<file path="config.mk">
export PLATFORM = sky130hd
export DESIGN_NAME = spi_xfer_ctrl
export DESIGN_NICKNAME = d
export VERILOG_FILES = /design/src/rtl/spi_xfer_ctrl.sv
export SDC_FILE = /design/constraint.sdc
export NUM_CORES = 1
export LEC_CHECK = 0
export CAP_MARGIN = 20
export CORE_MARGIN = 1
export CORE_UTILIZATION = 39
export CTS_CLUSTER_DIAMETER = 50
export DETAILED_ROUTE_END_ITERATION = 16
export PLACE_DENSITY_LB_ADDON = 0.05
export SYNTH_ARGS = -nofsm -noshare
export SYNTH_HDL_FRONTEND = slang
export SYNTH_SLANG_ARGS = --single-unit
export TNS_END_PERCENT = 10
</file>
<file path="constraint.sdc">
create_clock -name clk -period 3.39 [get_ports clk]
set_input_delay 0.5085 -clock clk [delete_from_list [all_inputs] [get_ports clk]]
set_output_delay 0.5085 -clock clk [all_outputs]
set_load 0.005 [all_outputs]
</file>
<file path="src/rtl/spi_xfer_ctrl.sv">
// Transfer sequencer for a single-word SPI master: TX/RX word FIFOs, config
// forwarding when the pipe is empty, and a per-transfer watchdog.
//
// state  | meaning
// IDLE   | waiting for a config request or a queued TX word with RX room
// CONFIG | config_req pulse, latched config word presented to the master
// START  | spi_start pulse, din holds the word just popped from TX
// WAIT   | transfer in flight, watchdog counting until spi_finish or timeout

module spi_xfer_ctrl #(
    parameter int SPI_MAX_WIDTH_LOG = 4,
    parameter int FIFO_DEPTH_LOG    = 2,
    parameter int TIMEOUT_LOG       = 12
) (
    input  logic                            clk,
    input  logic                            rst_n,
    input  logic                            cfg_valid,
    output logic                            cfg_ready,
    input  logic [SPI_MAX_WIDTH_LOG+1:0]    cfg_data,
    input  logic                            tx_valid,
    output logic                            tx_ready,
    input  logic [2**SPI_MAX_WIDTH_LOG-1:0] tx_data,
    output logic                            rx_valid,
    input  logic                            rx_ready,
    output logic [2**SPI_MAX_WIDTH_LOG-1:0] rx_data,
    output logic                            config_req,
    output logic [SPI_MAX_WIDTH_LOG+1:0]    config_data,
    output logic                            spi_start,
    output logic [2**SPI_MAX_WIDTH_LOG-1:0] din,
    input  logic                            spi_finish,
    input  logic [2**SPI_MAX_WIDTH_LOG-1:0] dout,
    output logic                            busy,
    output logic                            err,
    input  logic                            err_clr
);

    localparam int W  = 2**SPI_MAX_WIDTH_LOG;
    localparam int D  = 2**FIFO_DEPTH_LOG;
    localparam int PW = FIFO_DEPTH_LOG;
    localparam int CW = FIFO_DEPTH_LOG + 1;
    localparam logic [CW-1:0]          DEPTH     = CW'(D);
    localparam logic [TIMEOUT_LOG-1:0] WDOG_LAST = '1;

    typedef enum logic [1:0] {
        IDLE   = 2'd0,
        CONFIG = 2'd1,
        START  = 2'd2,
        WAIT   = 2'd3
    } state_t;

    state_t state;
    state_t state_nxt;

    logic [W-1:0]           tx_mem [D];
    logic [W-1:0]           rx_mem [D];
    logic [PW-1:0]          tx_wr_ptr;
    logic [PW-1:0]          tx_rd_ptr;
    logic [PW-1:0]          rx_wr_ptr;
    logic [PW-1:0]          rx_rd_ptr;
    logic [CW-1:0]          tx_count;
    logic [CW-1:0]          rx_count;
    logic [TIMEOUT_LOG-1:0] wdog;

    logic cfg_fire;
    logic launch;
    logic timeout;
    logic tx_push;
    logic tx_pop;
    logic rx_push;
    logic rx_pop;

    assign tx_ready  = (tx_count < DEPTH);
    assign rx_valid  = (rx_count != '0);
    assign rx_data   = rx_mem[rx_rd_ptr];
    assign cfg_ready = (state == IDLE) && (tx_count == '0);
    assign busy      = (state != IDLE) || (tx_count != '0);

    assign cfg_fire = cfg_valid && cfg_ready;
    // Launch only with RX room, so a finishing transfer can always be pushed.
    assign launch   = (state == IDLE) && !cfg_fire && (tx_count != '0) && (rx_count < DEPTH);
    assign timeout  = (state == WAIT) && !spi_finish && (wdog == WDOG_LAST);

    assign tx_push = tx_valid && tx_ready;
    assign tx_pop  = launch;
    assign rx_push = (state == WAIT) && spi_finish;
    assign rx_pop  = rx_valid && rx_ready;

    always_ff @(posedge clk) begin
        if (!rst_n) begin
            state <= IDLE;
        end else begin
            state <= state_nxt;
        end
    end

    always_comb begin
        state_nxt  = state;
        config_req = 1'b0;
        spi_start  = 1'b0;
        case (state)
            IDLE: begin
                if (cfg_fire) begin
                    state_nxt = CONFIG;
                end else if (launch) begin
                    state_nxt = START;
                end
            end
            CONFIG: begin
                config_req = 1'b1;
                state_nxt  = IDLE;
            end
            START: begin
                spi_start = 1'b1;
                state_nxt = WAIT;
            end
            WAIT: begin
                if (spi_finish || timeout) begin
                    state_nxt = IDLE;
                end
            end
            default: state_nxt = IDLE;
        endcase
    end

    always_ff @(posedge clk) begin
        if (!rst_n) begin
            tx_wr_ptr <= '0;
            tx_rd_ptr <= '0;
            tx_count  <= '0;
        end else begin
            if (tx_push) begin
                tx_wr_ptr <= tx_wr_ptr + PW'(1);
            end
            if (tx_pop) begin
                tx_rd_ptr <= tx_rd_ptr + PW'(1);
            end
            case ({tx_push, tx_pop})
                2'b10:   tx_count <= tx_count + CW'(1);
                2'b01:   tx_count <= tx_count - CW'(1);
                default: tx_count <= tx_count;
            endcase
        end
    end

    always_ff @(posedge clk) begin
        if (tx_push) begin
            tx_mem[tx_wr_ptr] <= tx_data;
        end
    end

    always_ff @(posedge clk) begin
        if (!rst_n) begin
            rx_wr_ptr <= '0;
            rx_rd_ptr <= '0;
            rx_count  <= '0;
        end else begin
            if (rx_push) begin
                rx_wr_ptr <= rx_wr_ptr + PW'(1);
            end
            if (rx_pop) begin
                rx_rd_ptr <= rx_rd_ptr + PW'(1);
            end
            case ({rx_push, rx_pop})
                2'b10:   rx_count <= rx_count + CW'(1);
                2'b01:   rx_count <= rx_count - CW'(1);
                default: rx_count <= rx_count;
            endcase
        end
    end

    always_ff @(posedge clk) begin
        if (rx_push) begin
            rx_mem[rx_wr_ptr] <= dout;
        end
    end

    always_ff @(posedge clk) begin
        if (!rst_n) begin
            config_data <= '0;
            din         <= '0;
            wdog        <= '0;
            err         <= 1'b0;
        end else begin
            if (cfg_fire) begin
                config_data <= cfg_data;
            end
            if (launch) begin
                din <= tx_mem[tx_rd_ptr];
            end
            if (state == START) begin
                wdog <= '0;
            end else if (state == WAIT) begin
                wdog <= wdog + TIMEOUT_LOG'(1);
            end
            // A timeout in the same cycle as err_clr must still be reported.
            if (timeout) begin
                err <= 1'b1;
            end else if (err_clr) begin
                err <= 1'b0;
            end
        end
    end

endmodule

</file>
Word level (Yosys, flattened, before mapping)
Memory sizes are Yosys's and may differ from the RTL's. A register that Yosys moved wholly into a read port is not among the register bits.
Cells that the tools add are included.
Widths: inputs -> output; s select.

word-level totals
  RAM bits = 128
  memories kept = 2
  register bits after elaboration = 35
  output and inout port bits = 45
  input port bits = 45

memory list
  memory  depth  bits a word  read ports  clocked after memory_dff  write ports  line  text
  rx_mem  4      16           1           1                         1            55    logic [W-1:0] rx_mem [D];
  tx_mem  4      16           1           1                         1            54    logic [W-1:0] tx_mem [D];

cells by class
  eq/ne operators = 10
  $add $sub $neg = 9
  order comparisons = 2
  muxes and demuxes = 16
  bitwise gates (word level) = 1
  reductions and logical operators = 25

operators with widths
  operator               count
  $add 12x1->12 const B  1
  $eq 12x12->1 const B   1
  $pmux 3 s2             2
  $logic_and 1x1->1      10
  $mux 2                 5
  $add 2x1->2 const B    4
  $eq 2x2->1 const B     4
  $mux 1                 8
  $pmux 2 s4             1
  $reduce_bool 2->1      4
  $add 3x1->3 const B    2
  $eq 2x1->1 const B     3
  $lt 3x3->1 const B     2
  $reduce_bool 3->1      2
  $sub 3x1->3 const B    2
  $logic_not 1->1        3
  $logic_not 3->1        1
  $ne 3x3->1 const B     1
  $logic_not 2->1        1
  $logic_or 1x1->1       2
  $ne 2x1->1 const B     1
  $reduce_and 2->1       1
  $reduce_or 2->1        1
  $not 1->1              1

Longest topological paths before layout
  word-level depth = 10
  mapped depth = 11
  gate-level depth less buffers = 8

Worst setup path after synthesis
No wires, ideal clock.

  kind = register -> register
  start = register state[1]
  end = register tx_count[2]
  path slack = 871 ps
  cell stages (with the launch flop) = 12
  required time = 3317 ps
  arrival time = 2446 ps
  path buffers = 3
  cell sequence = dfxtp_1 > buf_6 > or3_1 > buf_2 > nor2_2 > buf_4 > ha_1 > inv_1 > fa_1 > xor2_1 > or3_1 > a21oi_1

on the way
  word-level cells in the longest chain between the ends = 9

RTL lines
  what                                                    line    text
  from (decl)                                             51      state_t state;
  from (signal assigned)                                  92      state <= state_nxt;
  $logic_not 2->1 *                                       75, 80
  $logic_and 1x1->1                                       75      assign cfg_ready = (state == IDLE) && (tx_count == '0);
  $logic_and 1x1->1                                       78      assign cfg_fire = cfg_valid && cfg_ready;
  $logic_not 1->1                                         80      assign launch = (state == IDLE) && !cfg_fire && (tx_count != '0) && (rx_count < DEPTH);
  $logic_and 1x1->1 * (3 in a row)                        80
  via launch                                              65      logic launch;
  $eq 2x1->1 / $eq 2x2->1 (equally long branches)         137     case ({tx_push, tx_pop})
  $pmux 3 s2 / $reduce_bool 2->1 (equally long branches)  n/a
  to (signal assigned)                                    138     2'b10: tx_count <= tx_count + CW'(1);
  to (signal assigned)                                    139     2'b01: tx_count <= tx_count - CW'(1);
  to (signal assigned)                                    140     default: tx_count <= tx_count;
  to (decl)                                               60      logic [CW-1:0] tx_count;

The timed path passes the listed nets; every way through them passes the cells marked *.
A chain may end at the register's enable or synchronous reset.

==> results_dict.tcl <==
set metrics [dict create \
    cts_root_buffer "clkbuf_16" \
    final-setup-viol-count 0 \
    n_fill_cell 1493 \
    die-area_um2 18700 \
    hold_path.class "register to register" \
    r2r-start "state[0]" \
    die_y_um 137 \
    drcViolationCount 0 \
    insertion_delay_ns 0.43 \
    clockBufferDepth 2 \
    worstHoldStart "din[11]" \
    vias_per_cell 5.11 \
    dp_slack_ns 0.787 \
    crit_required_ns 2.88 \
    yosysWarnings 0 \
    worstSetupPathType "register to output pin" \
    htreeDepth 4 \
    vias 3982 \
    portBuffers 89 \
    ys_ff_latch 181 \
    initial_core_util 0.404 \
    tns_ns 0 \
    overflow 0 \
    tightest_slew_ns 0.898 \
    synth_edf_count 128 \
    end_kind "output pin" \
    synthArstFlopShare 0 \
    postRouteAntennaNets 0 \
    skew_ns 0.0124 \
    ys_seq_area_frac 0.694 \
    final-seq-area_um2 4900 \
    drv_slew 0 \
    drt_pass1_iterations 5 \
    cp_slowest_cell "dfxtp_1" \
    startpoint_type "register" \
    post-dp-hpwl_um 8520 \
    antenna_found_initial 0 \
    status "finished clean" \
    finalCriticalPeriod_ns 2.64 \
    post_cts_resized 0 \
    cts_tree "yes" \
    wl_per_cell_um 17.2 \
    syn_inst 443 \
    cts_setup_buffers 0 \
    postCtsHoldBufs 0 \
    maxSlewHeadroom 0.401 \
    grt_pass1_wl_um 21100 \
    maxCapViolations 0 \
    core_um2 17500 \
    ios 90 \
    slowest_delay_ns 0.64 \
    arrival_ns 2.13 \
    final_common_cell "edfxtp_1" \
    final_cell_mix "128 x edfxtp_1, 89 x clkdlybuf4s50_1, 53 x dfxtp_1, 32 x mux4_2, 21 x nand2_1" \
    drt_iter0_drc 135 \
    hold_viol 0 \
    min_period_over_period 0.779 \
    path_max_fanout 10 \
    ys_types 43 \
    rsz0062_at_grt "no" \
    irDropWorstVdd_v 0.000378 \
    antenna_cells 0 \
    rows 48 \
    drive_above_1_share 0.151 \
    p_leak_nw 2.86 \
    power_density_nw_per_um2 715 \
    path_cells "buf_4, mux4_2, clkdlybuf4s50_1" \
    multi_input_area_um2 1960 \
    cts_made_buffers 17 \
    grt_max_degree 29 \
    grt_pass1_vias 3982 \
    worst_slack_ns 0.749 \
    syn_area_per_cell_um2 16.0 \
    finalWeightedCongestion 0.689 \
    die_w_um 137 \
    clk_pin_slew_worst_paths_ns 0.08 \
    p_total_mw 6.31 \
    track_usage 0.156 \
    syn_area_um2 7070 \
    nNetsFinal 600 \
    clkSinkCount 181 \
    synth_flop_cell "edfxtp_1" \
    fmax_ghz 0.379 \
    syn-num-nets 501 \
    areaGrowthSynthToFinish_pct 24.8 \
    postRouteWirelength_um 13400 \
]
## worst paths after layout
| path | to | slack, ns | cells after the start |
|---|---|---|---|
| setup reg to reg | tx_count[2] | 1.02 | 8 |
| hold / removal | din[11] | 0.46 | 2 |
| hold reg to reg | din[11] | 0.46 | 2 |
| setup / recovery | rx_data[8] | 0.75 | 3 |
## layer usage
layer | vias to the layer above | share of wire | global-route usage
met5 | - | 0 | 0
met4 | 0 | 0.0083 | 0.0704
met3 | 7 | 0.034 | 0.0352
met2 | 72 | 0.52 | 0.263
met1 | 2003 | 0.44 | 0.190
li1 | 1900 | - | -
## cell families after synthesis
logic type / Yosys count / share of synthesized area
adder cells (fa/ha/maj): 13 / 0.0251
flip-flops: 181 / 0.694
multiplexers: 38 / 0.110
AO/OA/AOI/OAI: 58 / 0.0542
AND/OR/NAND/NOR: 99 / 0.0768
buffers and inverters: 45 / 0.0283
XOR/XNOR: 9 / 0.0112
## critical path: cells and delay by family (launching register included)
family,cells,cell delay [ns]
buffers and inverters,2,0.77
flip-flops,1,0.64
multiplexers,1,0.30
## sequential cells by signal, summed over array words and instances (netlist names), named ones only
name and cells:
tx_wr_ptr 2, tx_count 3, tx_rd_ptr 2, wdog 12
rx_wr_ptr 2, rx_count 3, rx_rd_ptr 2, config_data 6
err 1, state 2, rx_mem 64, tx_mem 64
din 16
## synthesized netlist by cell type, types with 6 or more instances
| cell | n | share of area |
|---|---|---|
| a21oi_1 | 20 | 0.014 |
| mux4_2 | 32 | 0.10 |
| nand2_1 | 21 | 0.011 |
| clkbuf_1 | 16 | 0.0085 |
| edfxtp_1 | 128 | 0.54 |
| or3_1 | 7 | 0.0062 |
| and2_1 | 8 | 0.0071 |
| inv_1 | 19 | 0.010 |
| dfxtp_1 | 53 | 0.15 |
| o2bb2ai_1 | 17 | 0.021 |
| mux2i_1 | 6 | 0.0085 |
| nand3_1 | 14 | 0.0099 |
| ha_1 | 11 | 0.019 |
| o21ai_0 | 12 | 0.0085 |
| nor2_1 | 15 | 0.0080 |
## layout make-up
cell class	count	share of cell area
timing repair buffer	105	0.115
tap	225	0.0319
inverter	20	0.00851
clock buffer	17	0.0482
sequential	181	0.556
multi-input combinational	217	0.222
clock inverter	15	0.0184
## per-stage QoR
stage / area, µm² / hold slack [ns] / cells / utilization
global route: 8820 / 0.486 / 780 / 0.505
floorplan: 7070 / 0.452 / 443 / -
CTS: 8820 / 0.467 / 780 / 0.505
detailed placement: 8240 / 0.456 / 748 / 0.471
finish: 8820 / 0.464 / 780 / 0.505
global placement: 8240 / 0.454 / 748 / 0.471
## report_power, final
part / internal (mW) / total, mW / switching, mW
clock: 1.05 / 1.94 / 0.892
sequential: 2.66 / 2.82 / 0.157
combinational: 0.805 / 1.55 / 0.745
(Power assumes the default switching activity.)
